--- config.mk ---
export PLATFORM = sky130hd
export DESIGN_NAME = ps2_key_rx
export DESIGN_NICKNAME = d
export VERILOG_FILES = /design/src/rtl/ps2_key_rx.sv
export SDC_FILE = /design/constraint.sdc
export NUM_CORES = 1
export LEC_CHECK = 0
export CAP_MARGIN = 10
export CORE_ASPECT_RATIO = 2
export CORE_UTILIZATION = 27
export CTS_CLUSTER_DIAMETER = 40
export DETAILED_ROUTE_END_ITERATION = 10
export GPL_ROUTABILITY_DRIVEN = 0
export SYNTH_ARGS = -nofsm -noshare
export SYNTH_HDL_FRONTEND = slang
export SYNTH_SLANG_ARGS = --single-unit
--- constraint.sdc ---
create_clock -name clk -period 3.5 [get_ports clk]
set_input_delay 0.525 -clock clk [delete_from_list [all_inputs] [get_ports clk]]
set_output_delay 0.525 -clock clk [all_outputs]
set_load 0.01 [all_outputs]
--- src/rtl/ps2_key_rx.sv ---
// rtl/ps2_key_rx.sv - PS/2 keyboard frame receiver with prefix decoding and character FIFO
module ps2_key_rx #(
  parameter int CHAR_W      = 16,
  parameter int FIFO_DEPTH  = 8,
  parameter int FILTER_LEN  = 4,
  parameter int TIMEOUT_CYC = 5000
) (
  input  logic              clk,
  input  logic              rst,
  input  logic              ps2_clk,
  input  logic              ps2_dat,
  output logic [CHAR_W-1:0] char_o,
  output logic              char_valid_o,
  input  logic              char_ready_i,
  output logic              parity_err_o,
  output logic              overflow_o
);

  localparam int PTR_W  = $clog2(FIFO_DEPTH);
  localparam int FCNT_W = $clog2(FILTER_LEN + 1);
  localparam int TMR_W  = $clog2(TIMEOUT_CYC + 1);

  typedef enum logic [1:0] {S_IDLE, S_DATA, S_PARITY, S_STOP} state_t;

  logic              r_clk_s1, r_clk_s2, r_dat_s1, r_dat_s2;
  logic              r_clk_filt;
  logic [FCNT_W-1:0] r_filt_cnt;
  logic              w_fall;

  state_t            r_state;
  logic [2:0]        r_bit_cnt;
  logic [7:0]        r_shift;
  logic              r_par_bit;
  logic [TMR_W-1:0]  r_timer;
  logic              r_done, r_ok;
  logic              r_ext, r_brk;

  logic [CHAR_W-1:0] r_mem [FIFO_DEPTH];
  logic [PTR_W:0]    r_wr_ptr, r_rd_ptr;
  logic [PTR_W:0]    w_wr_ptr_n, w_rd_ptr_n;
  logic              w_push, w_pop, w_full, w_wr_en;
  logic [CHAR_W-1:0] w_din, w_head_n;

  // Two-flop synchronisers; idle PS/2 lines are high
  always_ff @(posedge clk or posedge rst) begin
    if (rst) begin
      r_clk_s1 <= 1'b1;
      r_clk_s2 <= 1'b1;
      r_dat_s1 <= 1'b1;
      r_dat_s2 <= 1'b1;
    end else begin
      r_clk_s1 <= ps2_clk;
      r_clk_s2 <= r_clk_s1;
      r_dat_s1 <= ps2_dat;
      r_dat_s2 <= r_dat_s1;
    end
  end

  // Glitch filter: follow the synchronised clock only after a run of FILTER_LEN differing samples
  always_ff @(posedge clk or posedge rst) begin
    if (rst) begin
      r_filt_cnt <= '0;
      r_clk_filt <= 1'b1;
    end else if (r_clk_s2 == r_clk_filt) begin
      r_filt_cnt <= '0;
    end else if (r_filt_cnt == FCNT_W'(FILTER_LEN - 1)) begin
      r_clk_filt <= r_clk_s2;
      r_filt_cnt <= '0;
    end else begin
      r_filt_cnt <= r_filt_cnt + FCNT_W'(1);
    end
  end

  // Falling edge is the cycle the filtered clock is about to drop
  assign w_fall = r_clk_filt && !r_clk_s2 && (r_filt_cnt == FCNT_W'(FILTER_LEN - 1));

  // Frame FSM: start, 8 data bits LSB first, odd parity, stop; inactivity timeout aborts
  always_ff @(posedge clk or posedge rst) begin
    if (rst) begin
      r_state      <= S_IDLE;
      r_bit_cnt    <= '0;
      r_shift      <= '0;
      r_par_bit    <= 1'b0;
      r_timer      <= '0;
      r_done       <= 1'b0;
      r_ok         <= 1'b0;
      parity_err_o <= 1'b0;
    end else begin
      r_done       <= 1'b0;
      parity_err_o <= 1'b0;
      if (r_state == S_IDLE || w_fall) r_timer <= '0;
      else                             r_timer <= r_timer + TMR_W'(1);
      case (r_state)
        S_IDLE: begin
          if (w_fall && !r_dat_s2) begin
            r_state   <= S_DATA;
            r_bit_cnt <= '0;
          end
        end
        S_DATA: begin
          if (w_fall) begin
            r_shift   <= {r_dat_s2, r_shift[7:1]};
            r_bit_cnt <= r_bit_cnt + 3'd1;
            if (r_bit_cnt == 3'd7) r_state <= S_PARITY;
          end
        end
        S_PARITY: begin
          if (w_fall) begin
            r_par_bit <= r_dat_s2;
            r_state   <= S_STOP;
          end
        end
        S_STOP: begin
          if (w_fall) begin
            r_state      <= S_IDLE;
            r_done       <= 1'b1;
            r_ok         <= r_dat_s2 && (^{r_par_bit, r_shift});
            parity_err_o <= !(r_dat_s2 && (^{r_par_bit, r_shift}));
          end
        end
        default: r_state <= S_IDLE;
      endcase
      if (r_state != S_IDLE && !w_fall && r_timer == TMR_W'(TIMEOUT_CYC - 1)) begin
        r_state   <= S_IDLE;
        r_bit_cnt <= '0;
      end
    end
  end

  assign w_push = r_done && r_ok && (r_shift != 8'hE0) && (r_shift != 8'hF0);
  assign w_din  = CHAR_W'({r_brk, r_ext, r_shift});

  // Prefix flags: E0 marks extended, F0 marks break; consumed by the next pushed byte or a bad frame
  always_ff @(posedge clk or posedge rst) begin
    if (rst) begin
      r_ext <= 1'b0;
      r_brk <= 1'b0;
    end else if (r_done) begin
      if (r_ok && r_shift == 8'hE0) begin
        r_ext <= 1'b1;
      end else if (r_ok && r_shift == 8'hF0) begin
        r_brk <= 1'b1;
      end else begin
        r_ext <= 1'b0;
        r_brk <= 1'b0;
      end
    end
  end

  assign w_full     = (r_wr_ptr[PTR_W] != r_rd_ptr[PTR_W]) &&
                      (r_wr_ptr[PTR_W-1:0] == r_rd_ptr[PTR_W-1:0]);
  assign w_pop      = char_valid_o && char_ready_i;
  assign w_wr_en    = w_push && (!w_full || w_pop);
  assign w_wr_ptr_n = w_wr_en ? r_wr_ptr + (PTR_W+1)'(1) : r_wr_ptr;
  assign w_rd_ptr_n = w_pop   ? r_rd_ptr + (PTR_W+1)'(1) : r_rd_ptr;
  // A write landing on the next head slot only happens when the FIFO drains to empty
  assign w_head_n   = (w_wr_en && r_wr_ptr[PTR_W-1:0] == w_rd_ptr_n[PTR_W-1:0]) ?
                      w_din : r_mem[w_rd_ptr_n[PTR_W-1:0]];

  // FIFO storage
  always_ff @(posedge clk) begin
    if (w_wr_en) r_mem[r_wr_ptr[PTR_W-1:0]] <= w_din;
  end

  // FIFO pointers and registered head/valid/overflow outputs
  always_ff @(posedge clk or posedge rst) begin
    if (rst) begin
      r_wr_ptr     <= '0;
      r_rd_ptr     <= '0;
      char_o       <= '0;
      char_valid_o <= 1'b0;
      overflow_o   <= 1'b0;
    end else begin
      r_wr_ptr     <= w_wr_ptr_n;
      r_rd_ptr     <= w_rd_ptr_n;
      char_valid_o <= (w_rd_ptr_n != w_wr_ptr_n);
      char_o       <= (w_rd_ptr_n != w_wr_ptr_n) ? w_head_n : '0;
      if (w_push && w_full && !w_pop) overflow_o <= 1'b1;
    end
  end

endmodule

==> results.tsv <==
stage	metric	value	unit
sta	timing.final.hold_violations	0	
clock_tree	cts-htree-levels	4	
logic_synthesis	seq_area_frac_synth	0.653	
setup_path	crit_path_max_fanout	12	
sta	maxSlewHeadroom	0.457	
worst_hold_path	hold_class	reg2reg	
detailed_routing	drt_first_pass_iters	4	
cells_and_area	fin_util	0.328	
sta	rsz0062_at_grt	no	
global_routing	grt_pass1_wl	19200	um
cells_and_area	final.fill_count	2132	
pwr	cellPowerDensity	754	nW/um^2
worst_hold_path	hold_depth	0	
detailed_routing	wl_per_cell	16.1	um
logic_synthesis	avgSynthCellArea	14.8	sq um
global_routing	grt.overflow.total	0	
logic_synthesis	synthCells	403	
worst_hold_path	worstHoldStart	r_dat_s1$_DFF_PP1_	
clock_tree	cts.root.buffer_cell	clkbuf_16	
sta	slew_violations	0	
floorplanning	num_rows	76	
logic_synthesis	post_synth_instance_area	5980	sq um
clock_tree	postCtsHoldBufs	0	
setup_path	endpoint_kind	flip-flop	
detailed_routing	avgViaCountPerCell	4.57	
detailed_routing	wl	11600	um
floorplanning	ios	24	
clock_tree	cts_tree	done	
setup_path	cp_top_family	simple AND/OR/NAND/NOR gates	
placed_design	dp_hpwl	8070	um
sta	fin_crit_sh	0.807	
setup_path	path_class	reg2reg	
detailed_routing	drt_iter0_markers	192	
setup_path	cp.required	3.61	ns
cells_and_area	regArea	3910	sq um
floorplanning	fp.dieW	107	um
placed_design	portBuffers	17	
setup_path	cp-start-kind	flip-flop	
cells_and_area	num-nets-final	461	
global_routing	grt_usage	0.112	
global_routing	grt_pass1_vias	3664	
placed_design	dp.cells	693	
setup_path	reg2reg_slack	0.68	ns
logic_synthesis	synth_edf_count	80	
logic_synthesis	yosysMostFrequentCell	edfxtp_1	
cells_and_area	fin_area	7100	sq um
clock_tree	cts_setup_buffers	0	
detailed_routing	ant_nets	0	
logic_synthesis	synth_top_area_frac	0.402	
setup_path	reg2regPathDepth	9	
global_routing	grt_max_degree	39	
cells_and_area	antennaDiodeCount	0	
pwr	total_power	5350	uW
setup_path	cp_slowest_stage_delay	0.56	ns
run_status	status	finished, final reports clean	
pwr	p_leak	0.00279	uW
logic_synthesis	yosys_warnings	0	
logic_synthesis	ys_top_cells_by_area	edfxtp_1, dfrtp_1, mux4_2	
sta	worst_slew_pin_slew	0.814	ns
setup_path	crit_top_cell	buf_4	
sta	fin_skew	0.00833	ns
floorplanning	initial_core_util	0.276	
logic_synthesis	async_reset_ff_frac	0.429	
clock_tree	clock_sinks	140	
logic_synthesis	synthFlopType	edfxtp_1	
worst_hold_path	holdPathEnd	r_dat_s2$_DFF_PP1_	
cells_and_area	layout.cells.non_filler	725	
sta	fin_tns_setup	0	ns
clock_tree	clock_latency	0.41	ns
logic_synthesis	synth_top_cell_by_area	edfxtp_1	
clock_tree	cts-resized-gates	0	
setup_path	crit_path_top_delay_cell	dfrtp_1	
global_routing	antenna_found_initial	0	
detailed_routing	vias	3310	
setup_path	worstPathCellList	inv_1, ha_1, o2111ai_1, nand3_1, a31oi_2, buf_4, or2b_2, nor3b_1, buf_4	
sta	max_freq	354	MHz
cells_and_area	multi_input_area	1930	sq um
logic_synthesis	ys_seq_elements	140	
logic_synthesis	ys_top_cells_by_count	edfxtp_1, dfrtp_1, nand2_1, nand3_1, mux4_2	
setup_path	critPathBufInv	3	
cells_and_area	syn2layout_area_growth	18.7	%
clock_tree	path_clk_slew	0.06	ns
placed_design	placed_area	6520	sq um
pwr	vdd_drop_max	461	uV
setup_path	rr_endpoint	r_mem[2][3]$_DFFE_PP_	
floorplanning	core	21700	sq um
logic_synthesis	yosysUniqueCellTypes	51	
detailed_routing	drc	0	
cells_and_area	drive_above_1_share	0.199	
floorplanning	dieArea	22800	sq um
job	cap_viol_max_count	0	
sta	setup_viol	0	
floorplanning	die_y	213	um
sta	min_period	2.82	ns
setup_path	cp.arrival	2.93	ns
setup_path	rr_startpoint	r_shift[4]$_DFFE_PP0P_	
clock_tree	numCtsBuffers	17	
clock_tree	cts_buffer_depth	2	
==> power breakdown <==
group / switching [uW] / internal, uW
logic: 806 / 792
registers: 125 / 1900
clock network: 726 / 1000
total: 1660 / 3700
==> metrics by stage <==
| stage | setup slack (ns) | hold WS (ns) |
|---|---|---|
| 3_5_place_dp | 0.633 | 0.347 |
| 6_report | 0.677 | 0.355 |
| 5_1_grt | 0.433 | 0.366 |
| 4_1_cts | 0.671 | 0.356 |
| 2_1_floorplan | 0.529 | 0.345 |
| 3_3_place_gp | 0.701 | 0.349 |
==> sequential cells by signal, summed over array words and instances (netlist names), 2 cells and up <==
register and count:
char_o 10, r_bit_cnt 3, r_filt_cnt 3, r_mem 80, r_rd_ptr 4, r_shift 8, r_state 2, r_timer 13
r_wr_ptr 4
==> cells by family (layout without fill, tap and decap cells) <==
kind of cell | Yosys count | in the layout | share of synthesized area
AOI/OAI and AO/OA | 37 | 37 | 0.0466
xor gates and xnor gates | 30 | 30 | 0.0487
buffers and inverters | 33 | 77 | 0.0282
muxes | 28 | 28 | 0.0903
adders and majority gates | 17 | 17 | 0.0355
DFF | 140 | 140 | 0.653
other | 1 | 6 | 0.000627
and+or+nand+nor | 117 | 117 | 0.0964
==> worst register-to-register path: stages, from the launching register on <==
cell and delay (ns):
dfrtp_1 0.56, inv_1 0.11, ha_1 0.25, o2111ai_1 0.23, nand3_1 0.18, a31oi_2 0.21
buf_4 0.18, or2b_2 0.33, nor3b_1 0.22, buf_4 0.24
==> worst max-delay path by stage <==
| stage | from | to | slack (ns) | cells past startpoint |
|---|---|---|---|---|
| after detailed placement | char_ready_i | char_o[4]$_DFF_PP0_ | 0.63 | 7 |
| final | r_shift[4]$_DFFE_PP0P_ | r_mem[2][3]$_DFFE_PP_ | 0.68 | 9 |
| after floorplan | r_shift[4]$_DFFE_PP0P_ | r_mem[2][0]$_DFFE_PP_ | 0.53 | 7 |
| after CTS | r_shift[4]$_DFFE_PP0P_ | r_mem[2][3]$_DFFE_PP_ | 0.67 | 9 |
| after global placement | char_ready_i | char_o[7]$_DFF_PP0_ | 0.70 | 8 |
| after global routing | r_shift[4]$_DFFE_PP0P_ | r_mem[2][3]$_DFFE_PP_ | 0.43 | 9 |
==> layout make-up <==
class                      instances  share of cell area
clock buffer                      17              0.0599
clock inverter                    15              0.0222
inverter                          13             0.00687
multi-input combinational        235               0.272
sequential                       140               0.551
tap                              273              0.0481
timing repair buffer              32              0.0398
==> metal layers <==
| layer | global-route usage | vias to the layer above | routed length, um |
|---|---|---|---|
| li1 | - | 1540 | - |
| met3 | 0.0258 | 16 | 422 |
| met1 | 0.107 | 1680 | 4140 |
| met5 | 0 | - | 0 |
| met2 | 0.223 | 74 | 6870 |
| met4 | 0.0453 | 0 | 200 |
==> cell usage in the layout, fill, tap and decap left out, types with 2 or more instances in the layout <==
cell,count
edfxtp_1,80
dfrtp_1,55
nand2_1,47
nand3_1,21
mux4_2,20
nor2_1,17
ha_1,17
clkbuf_16,17
clkdlybuf4s50_1,17
buf_4,15
xnor2_1,14
o21ai_0,13
xor2_1,13
inv_1,12
o211a_1,10
mux2_2,8
nor3_1,6
conb_1,6
dfstp_2,5
a21oi_1,4
inv_6,4
and3_1,3
nor3b_1,3
clkinv_4,3
clkinvlp_4,3
nand4b_1,2
nor2b_1,2
nand2b_1,2
or3_1,2
a22o_1,2
inv_8,2
(Power assumes the default switching activity.)
